`src/rtl/game_controller.sv`:
```
// game_controller: two-player timed door-pick round FSM with lives, reveal and game-over detection
module game_controller #(
    parameter int TICKS_PER_SEC = 25_000_000,
    parameter int ROUND_SECS    = 10,
    parameter int REVEAL_SECS   = 2,
    parameter int START_LIVES   = 3
) (
    input  logic       clk,
    input  logic       reset,
    input  logic       start,
    input  logic       p1_valid,
    input  logic [1:0] p1_door,
    input  logic       p2_valid,
    input  logic [1:0] p2_door,
    output logic [1:0] p1_lives,
    output logic [1:0] p2_lives,
    output logic [1:0] correct_door,
    output logic       time_up,
    output logic [3:0] secs_left,
    output logic       game_over,
    output logic [1:0] winner
);
    localparam int CW = (TICKS_PER_SEC > 1) ? $clog2(TICKS_PER_SEC) : 1;
    typedef enum logic [1:0] {IDLE, ROUND, REVEAL, OVER} state_t;
    state_t        state_q, state_d;
    logic [7:0]    lfsr_q, lfsr_d;
    logic [CW-1:0] cnt_q, cnt_d;
    logic          tick;
    logic [1:0]    hidden_q, hidden_d, c1_q, c1_d, c2_q, c2_d;
    logic [1:0]    p1_lives_q, p1_lives_d, p2_lives_q, p2_lives_d;
    logic [1:0]    correct_q, correct_d, winner_q, winner_d;
    logic [3:0]    secs_q, secs_d, rev_q, rev_d;
    logic          time_up_q, time_up_d, game_over_q, game_over_d;
    logic          entering;

    assign p1_lives     = p1_lives_q;
    assign p2_lives     = p2_lives_q;
    assign correct_door = correct_q;
    assign time_up      = time_up_q;
    assign secs_left    = secs_q;
    assign game_over    = game_over_q;
    assign winner       = winner_q;

    // Next-state logic: transitions first, then the one-shot actions of whichever state is entered
    always_comb begin
        lfsr_d      = {lfsr_q[6:0], lfsr_q[7] ^ lfsr_q[5] ^ lfsr_q[4] ^ lfsr_q[3]};
        tick        = cnt_q == CW'(TICKS_PER_SEC - 1);
        state_d     = state_q;
        hidden_d    = hidden_q;
        c1_d        = c1_q;
        c2_d        = c2_q;
        p1_lives_d  = p1_lives_q;
        p2_lives_d  = p2_lives_q;
        correct_d   = correct_q;
        winner_d    = winner_q;
        secs_d      = secs_q;
        rev_d       = rev_q;
        time_up_d   = time_up_q;
        game_over_d = game_over_q;
        case (state_q)
            IDLE, OVER: if (start) state_d = ROUND;
            ROUND: begin
                if (c1_q != 2'd0 && c2_q != 2'd0) begin
                    state_d = REVEAL;
                end else if (tick && secs_q == 4'd1) begin
                    state_d = REVEAL;
                    secs_d  = 4'd0;
                end else begin
                    if (tick) secs_d = secs_q - 4'd1;
                    if (c1_q == 2'd0 && p1_valid && p1_door != 2'd0) c1_d = p1_door;
                    if (c2_q == 2'd0 && p2_valid && p2_door != 2'd0) c2_d = p2_door;
                end
            end
            REVEAL: if (tick) begin
                rev_d = rev_q - 4'd1;
                if (rev_q == 4'd1) state_d = (p1_lives_q == 2'd0 || p2_lives_q == 2'd0) ? OVER : ROUND;
            end
            default: ;
        endcase
        entering = state_d != state_q;
        cnt_d    = (entering || tick) ? '0 : cnt_q + CW'(1);
        if (entering && state_d == ROUND) begin
            secs_d    = 4'(ROUND_SECS);
            correct_d = 2'd0;
            time_up_d = 1'b0;
            c1_d      = 2'd0;
            c2_d      = 2'd0;
            hidden_d  = (lfsr_q[1:0] == 2'd0) ? 2'd1 : lfsr_q[1:0];
            if (state_q != REVEAL) begin
                p1_lives_d  = 2'(START_LIVES);
                p2_lives_d  = 2'(START_LIVES);
                winner_d    = 2'b00;
                game_over_d = 1'b0;
            end
        end
        if (entering && state_d == REVEAL) begin
            correct_d  = hidden_q;
            time_up_d  = 1'b1;
            rev_d      = 4'(REVEAL_SECS);
            p1_lives_d = (c1_q != hidden_q && p1_lives_q != 2'd0) ? p1_lives_q - 2'd1 : p1_lives_q;
            p2_lives_d = (c2_q != hidden_q && p2_lives_q != 2'd0) ? p2_lives_q - 2'd1 : p2_lives_q;
        end
        if (entering && state_d == OVER) begin
            game_over_d = 1'b1;
            winner_d    = {p1_lives_q == 2'd0, p2_lives_q == 2'd0};
        end
    end

    // State and output registers with synchronous reset
    always_ff @(posedge clk) begin
        if (reset) begin
            state_q     <= IDLE;
            lfsr_q      <= 8'h01;
            cnt_q       <= '0;
            hidden_q    <= 2'd0;
            c1_q        <= 2'd0;
            c2_q        <= 2'd0;
            p1_lives_q  <= 2'(START_LIVES);
            p2_lives_q  <= 2'(START_LIVES);
            correct_q   <= 2'd0;
            winner_q    <= 2'b00;
            secs_q      <= 4'd0;
            rev_q       <= 4'd0;
            time_up_q   <= 1'b0;
            game_over_q <= 1'b0;
        end else begin
            state_q     <= state_d;
            lfsr_q      <= lfsr_d;
            cnt_q       <= cnt_d;
            hidden_q    <= hidden_d;
            c1_q        <= c1_d;
            c2_q        <= c2_d;
            p1_lives_q  <= p1_lives_d;
            p2_lives_q  <= p2_lives_d;
            correct_q   <= correct_d;
            winner_q    <= winner_d;
            secs_q      <= secs_d;
            rev_q       <= rev_d;
            time_up_q   <= time_up_d;
            game_over_q <= game_over_d;
        end
    end
endmodule

```
`config.mk`:
```
export PLATFORM = sky130hd
export DESIGN_NAME = game_controller
export DESIGN_NICKNAME = d
export VERILOG_FILES = /design/src/rtl/game_controller.sv
export SDC_FILE = /design/constraint.sdc
export NUM_CORES = 1
export LEC_CHECK = 0
export BUFFER_PORTS_ARGS = -buffer_cell sky130_fd_sc_hd__buf_4
export CORE_ASPECT_RATIO = 0.7
export CORE_MARGIN = 2
export CORE_UTILIZATION = 35
export DETAILED_ROUTE_END_ITERATION = 8
export PLACE_DENSITY = 0.51
export SKIP_CTS_REPAIR_TIMING = 1
export SYNTH_ARGS = -nofsm -noshare
export SYNTH_HDL_FRONTEND = slang
export SYNTH_SLANG_ARGS = --single-unit
```
`constraint.sdc`:
```
create_clock -name clk -period 2.2 [get_ports clk]
set_input_delay 0.22 -clock clk [delete_from_list [all_inputs] [get_ports clk]]
set_output_delay 0.22 -clock clk [all_outputs]
set_load 0.005 [all_outputs]
```
[Yosys cells after proc, flatten, opt, wreduce, memory -nomap -nowiden]
Index checks and enable logic that the tools add are counted.
Operators by class
  mux-type cells: 32
  $add $sub $neg: 5
  equality and inequality tests: 16
  bitwise logic cells: 5
  reductions and logical operators: 47
Operators with widths (number)
  $mux W2: 21
  $reduce_bool A2 Y1: 14
  $add A25 B1 Y25 const B: 1
  $eq A25 B25 Y1 const B: 1
  $mux W4: 5
  $logic_not A2 Y1: 6
  $reduce_and A3 Y1: 4
  $logic_and A1 B1 Y1: 11
  $eq A2 B2 Y1 const B: 4
  $eq A4 B1 Y1 const B: 2
  $reduce_and A4 Y1: 2
  $reduce_or A2 Y1: 4
  $sub A4 B1 Y4 const B: 2
  $ne A2 B1 Y1 const B: 3
  $ne A2 B2 Y1: 3
  $pmux W2 S3: 1
  $reduce_and A2 Y1: 3
  $mux W1: 5
  $eq A2 B1 Y1 const B: 2
  $sub A2 B1 Y2 const B: 2
  $reduce_bool A3 Y1: 1
  $xor A1 B1 Y1: 3
  $logic_or A1 B1 Y1: 2
  $ne A2 B2 Y1 const B: 1
  $not A1 Y1: 2
Storage, ports and cells
  output and inout port bits: 14
  word-level logic and storage cells: 121
  register bits: 59
  input bits: 9

[Logic depth before layout (Yosys ltp)]
Gate-level depths: netlist (run 1).
  depth after elaboration: 10
  mapped depth: 10
  mapped depth without buffers: 9

[Worst setup path before layout (run 1)]
No wires, ideal clock.
  path kind: flip-flop to flip-flop
  from: reg state_q[0]
  to: reg cnt_q[18]
  period minus slack after synthesis: 2.352 ns
  required time: 2.085 ns
  stages on the path, launching flop included: 11
  setup time: 0.115 ns
  setup slack: -0.152 ns
  arrival: 2.237 ns
  cells stage by stage: dfxtp_1 > inv_1 > ha_1 > nand2b_1 > a21bo_1 > a211oi_2 > a2bb2oi_2 > nor2_1 > o211ai_4 > buf_6 > nor2_1
On the way
  word-level cells in the longest chain between the ends: 6
Ends and longest elaborated chain
  start, declared: line 25  | state_t state_q, state_d;
  start signal, assigned: line 127  | state_q <= state_d;
  $eq A2 B2 Y1 (tied with other cells): line 60  | case (state_q)
  $reduce_or A2 Y1 (tied with other cells): line 60
  $pmux W2 S3: line 60
  $ne A2 B2 Y1 *: line 80  | entering = state_d != state_q;
  $logic_or A1 B1 Y1 *: line 81  | cnt_d = (entering || tick) ? '0 : cnt_q + CW'(1);
  $reduce_or A2 Y1 (no line) *
  end signal, assigned: line 129  | cnt_q <= cnt_d;
  end, declared: line 27  | logic [CW-1:0] cnt_q, cnt_d;
Mark *: on every way between the ends. The rest lies on a longest branch, timed or not.
A chain may end at the register's enable or synchronous reset.

[Final worst setup path (run 1)]
  from: reg state_q[0]
  to: reg winner_q[1] (netlist: winner[1])
On the way
  word-level cells in the longest chain between the ends: 7
Ends and longest elaborated chain
  $eq A2 B2 Y1 (tied with other cells): line 60
  $reduce_or A2 Y1 (tied with other cells): line 60
  $pmux W2 S3: line 60
  $ne A2 B2 Y1 (tied with other cells): line 80
  $logic_and A1 B1 Y1 (on tied branches): line 103, 82
  $reduce_bool A2 Y1 (no line)
  $reduce_and A2 Y1 (no line)
  end signal, assigned: line 136  | winner_q <= winner_d;
  end, declared: line 31  | logic [1:0] correct_q, correct_d, winner_q, winner_d;
Parallel ways exist; a longest one is shown, timed or not.

==> results.md, run 1 <==
- The flow ran to the end, but the final reports show violations.
- The final reports fail on setup timing.
- The number of hold violations in the final report came to 0.
- The via count of the first global-routing pass is 2,369.
- The tightest min-delay check is of the in2reg type.
- The number of antenna violations at the first check in global routing is 0.
- Ranked by instance count, the synthesized netlist is headed by sky130_fd_sc_hd__dfxtp_1 (59), sky130_fd_sc_hd__nor2_1 (50), sky130_fd_sc_hd__nand2_1 (18), sky130_fd_sc_hd__xor2_1 (18), sky130_fd_sc_hd__nand3_1 (17).
- The sum of negative setup slack is -0.101 ns.
- The most frequent cell after synthesis is sky130_fd_sc_hd__dfxtp_1.
- Relative to the synthesized area, the layout overhead comes to 40.3%.
- The minimum setup slack after placement is -0.0750 ns.
- Across all layers, the routed design uses 2,408 vias.
- The portion of synthesized area spent on multiplexers is 1.09%.
- The routability-driven placement congestion ratio is 0.838.
- Setup repair after global routing could not meet its margin everywhere.
- The CTS tree is done.
- The detailed router's first-iteration violation count is 167.
- The effective utilization at floorplan is 36.3%.
- The post-synthesis sequential area ratio is 41.0%.
- The worst-case IR drop observed on VDD is 0.000372 V.
- The row count is 27.
- At the worst endpoint, the required time is 2.47 ns.
- The post-synthesis share of cell area spent on xor and xnor gates is 10.0%.
- The worst hold slack after final layout is 0.252 ns.
- After synthesis, the cell types taking the most area are sky130_fd_sc_hd__dfxtp_1 (41%), sky130_fd_sc_hd__nor2_1 (6.5%), sky130_fd_sc_hd__xor2_1 (5.5%), sky130_fd_sc_hd__xnor2_1 (4.6%), sky130_fd_sc_hd__ha_1 (3.9%).
- Based on the critical path, the design can be clocked at up to 450 MHz.
- The cell at the root of the clock tree is sky130_fd_sc_hd__clkbuf_16.
- The final design utilization is 50.9%.
- The number of nets in the synthesized netlist is 333.
- The reported leakage power is 0.00168 µW.
- The die boundary width is 112 µm.
- After layout, the worst setup slack is -0.0225 ns.
- CTS saw 59 sinks.
- The maximum clock skew at final layout is 0.00526 ns.
- The total count of max-transition violations in the final report is 0.
- For the worst setup path, the data arrival time is 2.49 ns.
- The finished cells cover 4040 µm².
- The share of post-route cells with drive strength above 1 is 33.8%.
- The count of unresolved DRC violations after routing is 0.
- Global routing used 16.0% of the available tracks.
- The clock reaches the later pin of the worst-skew pair after 0.32 ns.
- Dividing the detail-routed wire length by the instance count gives 13.7 µm.
- In this run, synthesis inferred 0 flip-flops with an integrated enable.
- The core region is 7940 µm².
- Entering global routing, the biggest net connects 26 pins.
- The critical path goes through inv_2, ha_4, nand3b_1, a21bo_4, a211oi_4, a2bb2oi_2, buf_6, o211ai_1, nor3b_1, a41o_1.
- The async set-or-reset flop fraction in the synthesized netlist is 0%.
- In this run the cell area measured after placement is 3490 µm².
- For this run, the slowest stage of the critical path takes 0.33 ns.
- Counting distinct cell types in the post-synthesis netlist gives 54.
- The post-synthesis average cell area is 9.14 µm².
- The die outline height is 79.9 µm.
- The critical-path cell with the highest stage delay is sky130_fd_sc_hd__dfxtp_2.
- The wire length reported by the detailed router is 6840 µm.
- After synthesis the netlist holds a flip-flop and latch count of 59.
- The longest clock path from root to sink contains 2 buffers.
- At the end of the flow, the number of nets in the layout was 410.
- The post-synthesis simple-gate area fraction is 26.9%.
- After clock tree synthesis, the clock-pin slew on the worst setup and hold paths is 0.05 ns.
- The detailed placer's ending HPWL is 4930 µm.
- The top flip-flop cell by instance count after synthesis is sky130_fd_sc_hd__dfxtp_1.
- Summing the areas of all compound-gate instances in the mapped netlist gives 13.4% of the synthesized area.
- The worst path uses 101% of the clock period.
- Headroom to the max-slew limit came out at 72.3%.
- Fill cells in the final layout number 729.
- The deepest level of the CTS H-tree is 3.
- The transition time at the pin with the least slew margin is 0.414 ns.
- The share of synthesized area in the top cell type comes to 41.0%.
- The post-synthesis cell area is 2880 µm².
- TritonCTS created 9 clock buffers.
- The setup path with the least slack is of type reg2reg.
- STA classifies the critical path endpoint as a flip-flop.
- The met2 layer wire length in the routed design is 2680 µm.
- The iteration count of the initial detailed-routing pass is 4.
- The wire length the detailed router placed on met1 is 3800 µm.
- Dividing the detail-routed via count by the number of cells gives 4.84.
- The power density over the cells is 725 nW/µm².
- Pin placement for this block handled 23 I/O pins.
- The combinational family with the most area after synthesis is simple AND/OR/NAND/NOR gates.
- STA classifies the critical path startpoint as a flip-flop.
- The area of the die is 8980 µm².
- After detailed routing, no signal wire sits above met4.
- The arithmetic-cell share of the synthesized area counting full adders, half adders and majority gates is 3.91%.
- During placement, the flow inserted port buffers numbering 22.
- The warning count from the yosys run is 0.
- The dominant cell type by area after synthesis is sky130_fd_sc_hd__dfxtp_1.
- The number of diodes is 0.
- The number of max-cap violations is 0.
- After global routing the overflow that remains totals 0.
- In this run the worst path has a maximum fanout of 5.
- The final-report setup violation count is 19.
- The detailed-routed wire length on met3 is 270 µm.
- The first global-routing pass estimated 11,200 µm of wire.
- The cell count after synthesis came out at 315.
- The detail route stage leaves a number of antenna-violating nets equal to 0.
- The final critical-path required period is 2.22 ns.
-- final timing paths --
check,start,end,slack (ns),cells past startpoint
setup reg to reg,state_q[0]$_SDFF_PP0_,winner[1]$_SDFFE_PP0P_,-0.02,10
setup / recovery,state_q[0]$_SDFF_PP0_,winner[1]$_SDFFE_PP0P_,-0.02,10
hold reg to reg,lfsr_q[6]$_SDFF_PP0_,lfsr_q[7]$_SDFF_PP0_,0.44,1
hold / removal,reset,lfsr_q[1]$_SDFF_PP0_,0.25,2
-- power by group --
group | internal, µW | switching (µW) | leakage, µW
logic | 142 | 146 | 0.00103
registers | 1100 | 23.1 | 0.000481
clock network | 1050 | 476 | 0.000165
-- cell families (layout without fill, tap and decap cells) --
| group | after synthesis | in the layout |
|---|---|---|
| and+or+nand+nor | 143 | 143 |
| muxes | 3 | 3 |
| AOI/OAI and AO/OA | 45 | 45 |
| adders and majority gates | 9 | 9 |
| buffers and inverters | 23 | 105 |
| DFF | 59 | 59 |
| xor gates and xnor gates | 33 | 33 |
-- metrics by stage --
stage,cells,total power [µW]
global placement,475,1390
global route,498,3040
floorplan,315,1290
detailed placement,475,1390
finish,498,2930
CTS,491,2930
-- sequential cells by signal (all words and copies together), names as in the netlist --
name and flops:
lfsr_q 8, secs_left 4, winner 2, c1_q 2, time_up 1, p1_lives 2
rev_q 4, hidden_q 2, p2_lives 2, correct_door 2, state_q 2, cnt_q 25
game_over 1, c2_q 2
-- routing by layer --
metal  up-vias  global-route usage, %
li1       1247                      -
met1      1113                   23.0
met2        39                   22.3
met3         9                   5.54
met4         0                   4.88
met5         -                      0
-- critical path: cells and delay by family, from the launching register on --
kind,cells,cell delay [ns]
simple gates,2,0.37
compound gates,5,1.01
flops,1,0.33
buf+inv,2,0.19
fa+ha+maj,1,0.27
-- layout make-up --
cell class,count,area [µm²],share of cell area (%)
repair buffers,73,576,14.3
multi-input cells,233,1760,43.6
inverters,16,60.1,1.49
well taps,101,126,3.13
flip-flops and latches,59,1190,29.5
clock inverters,5,75.1,1.86
clock buffers,11,253,6.26
-- cells in the final DEF (no fill, tap or decap), types with 5 or more instances in the layout --
cell	instances
sky130_fd_sc_hd__nor2b_1	7
sky130_fd_sc_hd__inv_1	14
sky130_fd_sc_hd__nor3b_1	5
sky130_fd_sc_hd__and2_1	6
sky130_fd_sc_hd__a211oi_1	5
sky130_fd_sc_hd__a21oi_1	8
sky130_fd_sc_hd__nor2_1	49
sky130_fd_sc_hd__dfxtp_2	7
sky130_fd_sc_hd__xor2_1	18
sky130_fd_sc_hd__clkbuf_16	9
sky130_fd_sc_hd__o21a_1	5
sky130_fd_sc_hd__xnor2_1	15
sky130_fd_sc_hd__nand3_1	15
sky130_fd_sc_hd__ha_1	6
sky130_fd_sc_hd__nand2_1	17
sky130_fd_sc_hd__nor3_1	8
sky130_fd_sc_hd__dfxtp_1	52
sky130_fd_sc_hd__buf_4	68
No activity file was read; power rests on OpenSTA's default activity.
==> run 2: changes to the inputs <==
Settings changed: CTS_BUF_LIST from default to sky130_fd_sc_hd__clkbuf_16, HOLD_SLACK_MARGIN from default to 0.05.
==> run 2 against run 1 <==
  * The run still ends with setup timing left
  * Cell count stayed put
  * First-iteration DRC count is 6.6% higher
  * Die area is the same
  * Wire length grew 0.32%
  * Design area is 0.50% lower
  * Count of clock-buffer cells in the layout shrank 2
  * Hold slack lost 0.0021 ns
  * Register-to-register slack hardly changed
  * Critical path type unchanged
  * Critical endpoint unchanged
  * Largest cell class unchanged
==> results.md, run 2 (synthesis gave the netlist of run 1 again) <==
- The worst hold slack after final layout came to 0.250 ns (-0.00212 ns).
- The die outline height is 79.9 µm (unchanged).
- The worst setup path is launched from a flip-flop.
- The number of fill cells is 731 (+0.27%).
- The detailed router's first-iteration violation count is 178 (+6.6%).
- The post-detailed-route wirelength per cell came to 13.8 µm (+0.32%).
- Clock tree synthesis selected as its root buffer the cell sky130_fd_sc_hd__clkbuf_16.
- The power density over the cells came to 712 nW/µm² (-1.8%).
- The library cells used most frequently in the layout, excluding fill and tap cells, are sky130_fd_sc_hd__buf_4 (68), sky130_fd_sc_hd__dfxtp_1 (52), sky130_fd_sc_hd__nor2_1 (49), sky130_fd_sc_hd__xor2_1 (18), sky130_fd_sc_hd__nand2_1 (17).
- The clock network fraction of design power came to 50.8% (-1.2 points).
- Compared with the post-synthesis result, the final layout area differs by 39.6%.
- The internal power contribution is 2210 µW (-3.1%).
- The number of hold violations in the final report is 0 (unchanged).
- The data arrival time at the worst-slack endpoint is 2.50 ns (about the same).
- The maximum frequency from static timing analysis is 449 MHz (-0.27%).
- The wire length reported by the detailed router is 6860 µm (+0.32%).
- The count of antenna-violating nets left after detailed routing was 0 (unchanged).
- The vias per cell came to 4.84 (about the same).
- The total count of max-transition violations in the final report is 0 (unchanged).
- The row count is 27 (unchanged).
- The deepest level of the CTS H-tree was 3 (unchanged).
- The fraction of power spent switching nets is 22.7% (+0.63 points).
- The run finished, with violations left.
- The placed instance area is 3490 µm² (unchanged).
- The power share of the combinational group is 10.1% (+0.2 points).
- The category of the most critical setup path is reg2reg.
- The CTS buffer count came to 9 (unchanged).
- The CTS tree is done.
- The count of boundary I/O pins is 23 (unchanged).
- The detailed placer's ending HPWL is 4930 µm (unchanged).
- The final non-filler cell area is 4020 µm² (-0.50%).
- The biggest fanout along the worst timing path is 5 (unchanged).
- The maximum clock skew at final layout is 0.00470 ns (-0.000561 ns).
- The worst ir drop on vdd is 0.000371 V (-0.13%).
- The residual overflow from global routing is 0 (unchanged).
- The routability-driven placement congestion ratio was 0.838 (unchanged).
- The final worst setup slack came to -0.0286 ns (-0.00609 ns).
- The final critical-path required period is 2.23 ns (+0.00609 ns).
- The number of nets at the end of the flow was 410 (unchanged).
- The pin count of the biggest net entering global routing is 26 (unchanged).
- The total clock sinks is 59 (unchanged).
- The buffer levels on the longest clock path is 2 (unchanged).
- The wire length of the first global-routing pass came to 11,200 µm (about the same).
- The required arrival time at the worst endpoint was 2.47 ns (about the same).
- The reported leakage power is 0.00167 µW (-0.67%).
- The transition time at the pin with the least slew margin came to 0.425 ns (+0.0108 ns).
- The number of antenna violations at the first check in global routing was 0 (unchanged).
- The power spent charging and discharging nets is 649 µW (+0.53%).
- The register area is 1190 µm² (unchanged).
- Setup repair after global routing could not meet its margin everywhere.
- The via count is 2,409 (+0.042%).
- The sequential cell fraction of total power is 39.1% (+0.9 points).
- Counting flops per register, the top entry is cnt_q.
- The floorplan core area came to 7940 µm² (unchanged).
- The share of post-route cells with drive strength above 1 came to 33.2% (-0.50 points).
- The overall track demand over capacity in global routing came to 16.0% (+0.016 points).
- The iteration count of the initial detailed-routing pass is 4 (unchanged).
- The number of flip-flops under the largest register name is 25 (unchanged).
- The total area of multi-input combinational cells is 1760 µm² (unchanged).
- The checks that failed: setup timing.
- The count of unresolved DRC violations after routing came to 0 (unchanged).
- The via count of the first global-routing pass came to 2,364 (-0.21%).
- The worst hold path class is in2reg.
- The number of diodes is 0 (unchanged).
- The library cell used most frequently in the layout, excluding fill and tap cells, is sky130_fd_sc_hd__buf_4.
- The final-report setup violation count is 17 (-2).
- The critical path capture point type is a flip-flop.
- The clock slew seen by the registers of the worst setup and hold paths is 0.05 ns (about the same).
- The effective utilization at floorplan is 36.3% (unchanged).
- The final worst-path cycle share came to 101% (+0.28 points).
- The number of max-cap violations came to 0 (unchanged).
- The die boundary width is 112 µm (unchanged).
- The largest registers in the layout are cnt_q x25, lfsr_q x8.
- The port buffer count was 22 (unchanged).
- The latest clock arrival within the worst-skew pair came to 0.33 ns (about the same).
- The normalized max-slew margin came to 71.5% (-0.72 points).
- The area of the die is 8980 µm² (unchanged).
[run 2: cell types whose count changed in the layout (fill, tap and decap cells not counted), sizes merged]
cell and delta:
clkinv +2, clkbuf -2
[run 2: power by group through the flow]
stage	clock network [µW]	registers, µW	logic, µW
global route	1530	1120	317
floorplan	0	1140	157
global placement	0	1140	251
finish	1450	1120	289
detailed placement	0	1140	248
CTS	1490	1120	251
[run 2: layout make-up]
type | count | share of cell area [%]
multi-input combinational | 233 | 43.8
inverter | 16 | 1.49
sequential | 59 | 29.6
tap | 101 | 3.14
clock buffer | 9 | 5.60
clock inverter | 7 | 2.05
timing repair buffer | 73 | 14.3
[run 2: worst paths after layout]
check                              from                endpoint  slack, ns  cells after the start
setup / recovery  state_q[0]$_SDFF_PP0_  winner[1]$_SDFFE_PP0P_      -0.03                     10
hold / removal                    reset    lfsr_q[1]$_SDFF_PP0_       0.25                      2
setup reg to reg  state_q[0]$_SDFF_PP0_  winner[1]$_SDFFE_PP0P_      -0.03                     10
hold reg to reg    lfsr_q[6]$_SDFF_PP0_    lfsr_q[7]$_SDFF_PP0_       0.44                      1
[run 2: stage by stage]
| stage | cells | utilization [%] | setup slack [ns] | total power, µW | TNS, ns |
|---|---|---|---|---|---|
| final | 498 | 50.6 | -0.0286 | 2860 | -0.0932 |
| after floorplan | 315 | - | 0.00873 | 1290 | 0 |
| after detailed placement | 475 | 44.0 | -0.0750 | 1390 | -0.795 |
| after CTS | 491 | 47.8 | -0.0893 | 2850 | -1.04 |
| after global placement | 475 | 44.0 | -0.0692 | 1390 | -0.715 |
| after global routing | 498 | 50.6 | -0.112 | 2970 | -3.18 |
[run 2: per-layer routing]
metal	GRT usage, %	share of wire [%]	vias up	wire length (µm)
met2	22.4	39	35	2680
met1	23.0	55	1116	3800
met3	5.54	4.3	8	297
met4	4.88	1.2	0	82
li1	-	-	1250	-
met5	0	0	-	0
[run 2: worst max-delay path, cell delays in order (launching register included)]
cell and delay (ns):
sky130_fd_sc_hd__dfxtp_2 0.33, sky130_fd_sc_hd__inv_2 0.05, sky130_fd_sc_hd__ha_4 0.27, sky130_fd_sc_hd__nand3b_1 0.12
sky130_fd_sc_hd__a21bo_4 0.26, sky130_fd_sc_hd__a211oi_4 0.23, sky130_fd_sc_hd__a2bb2oi_2 0.21, sky130_fd_sc_hd__buf_6 0.15
sky130_fd_sc_hd__o211ai_1 0.19, sky130_fd_sc_hd__nor3b_1 0.25, sky130_fd_sc_hd__a41o_1 0.11
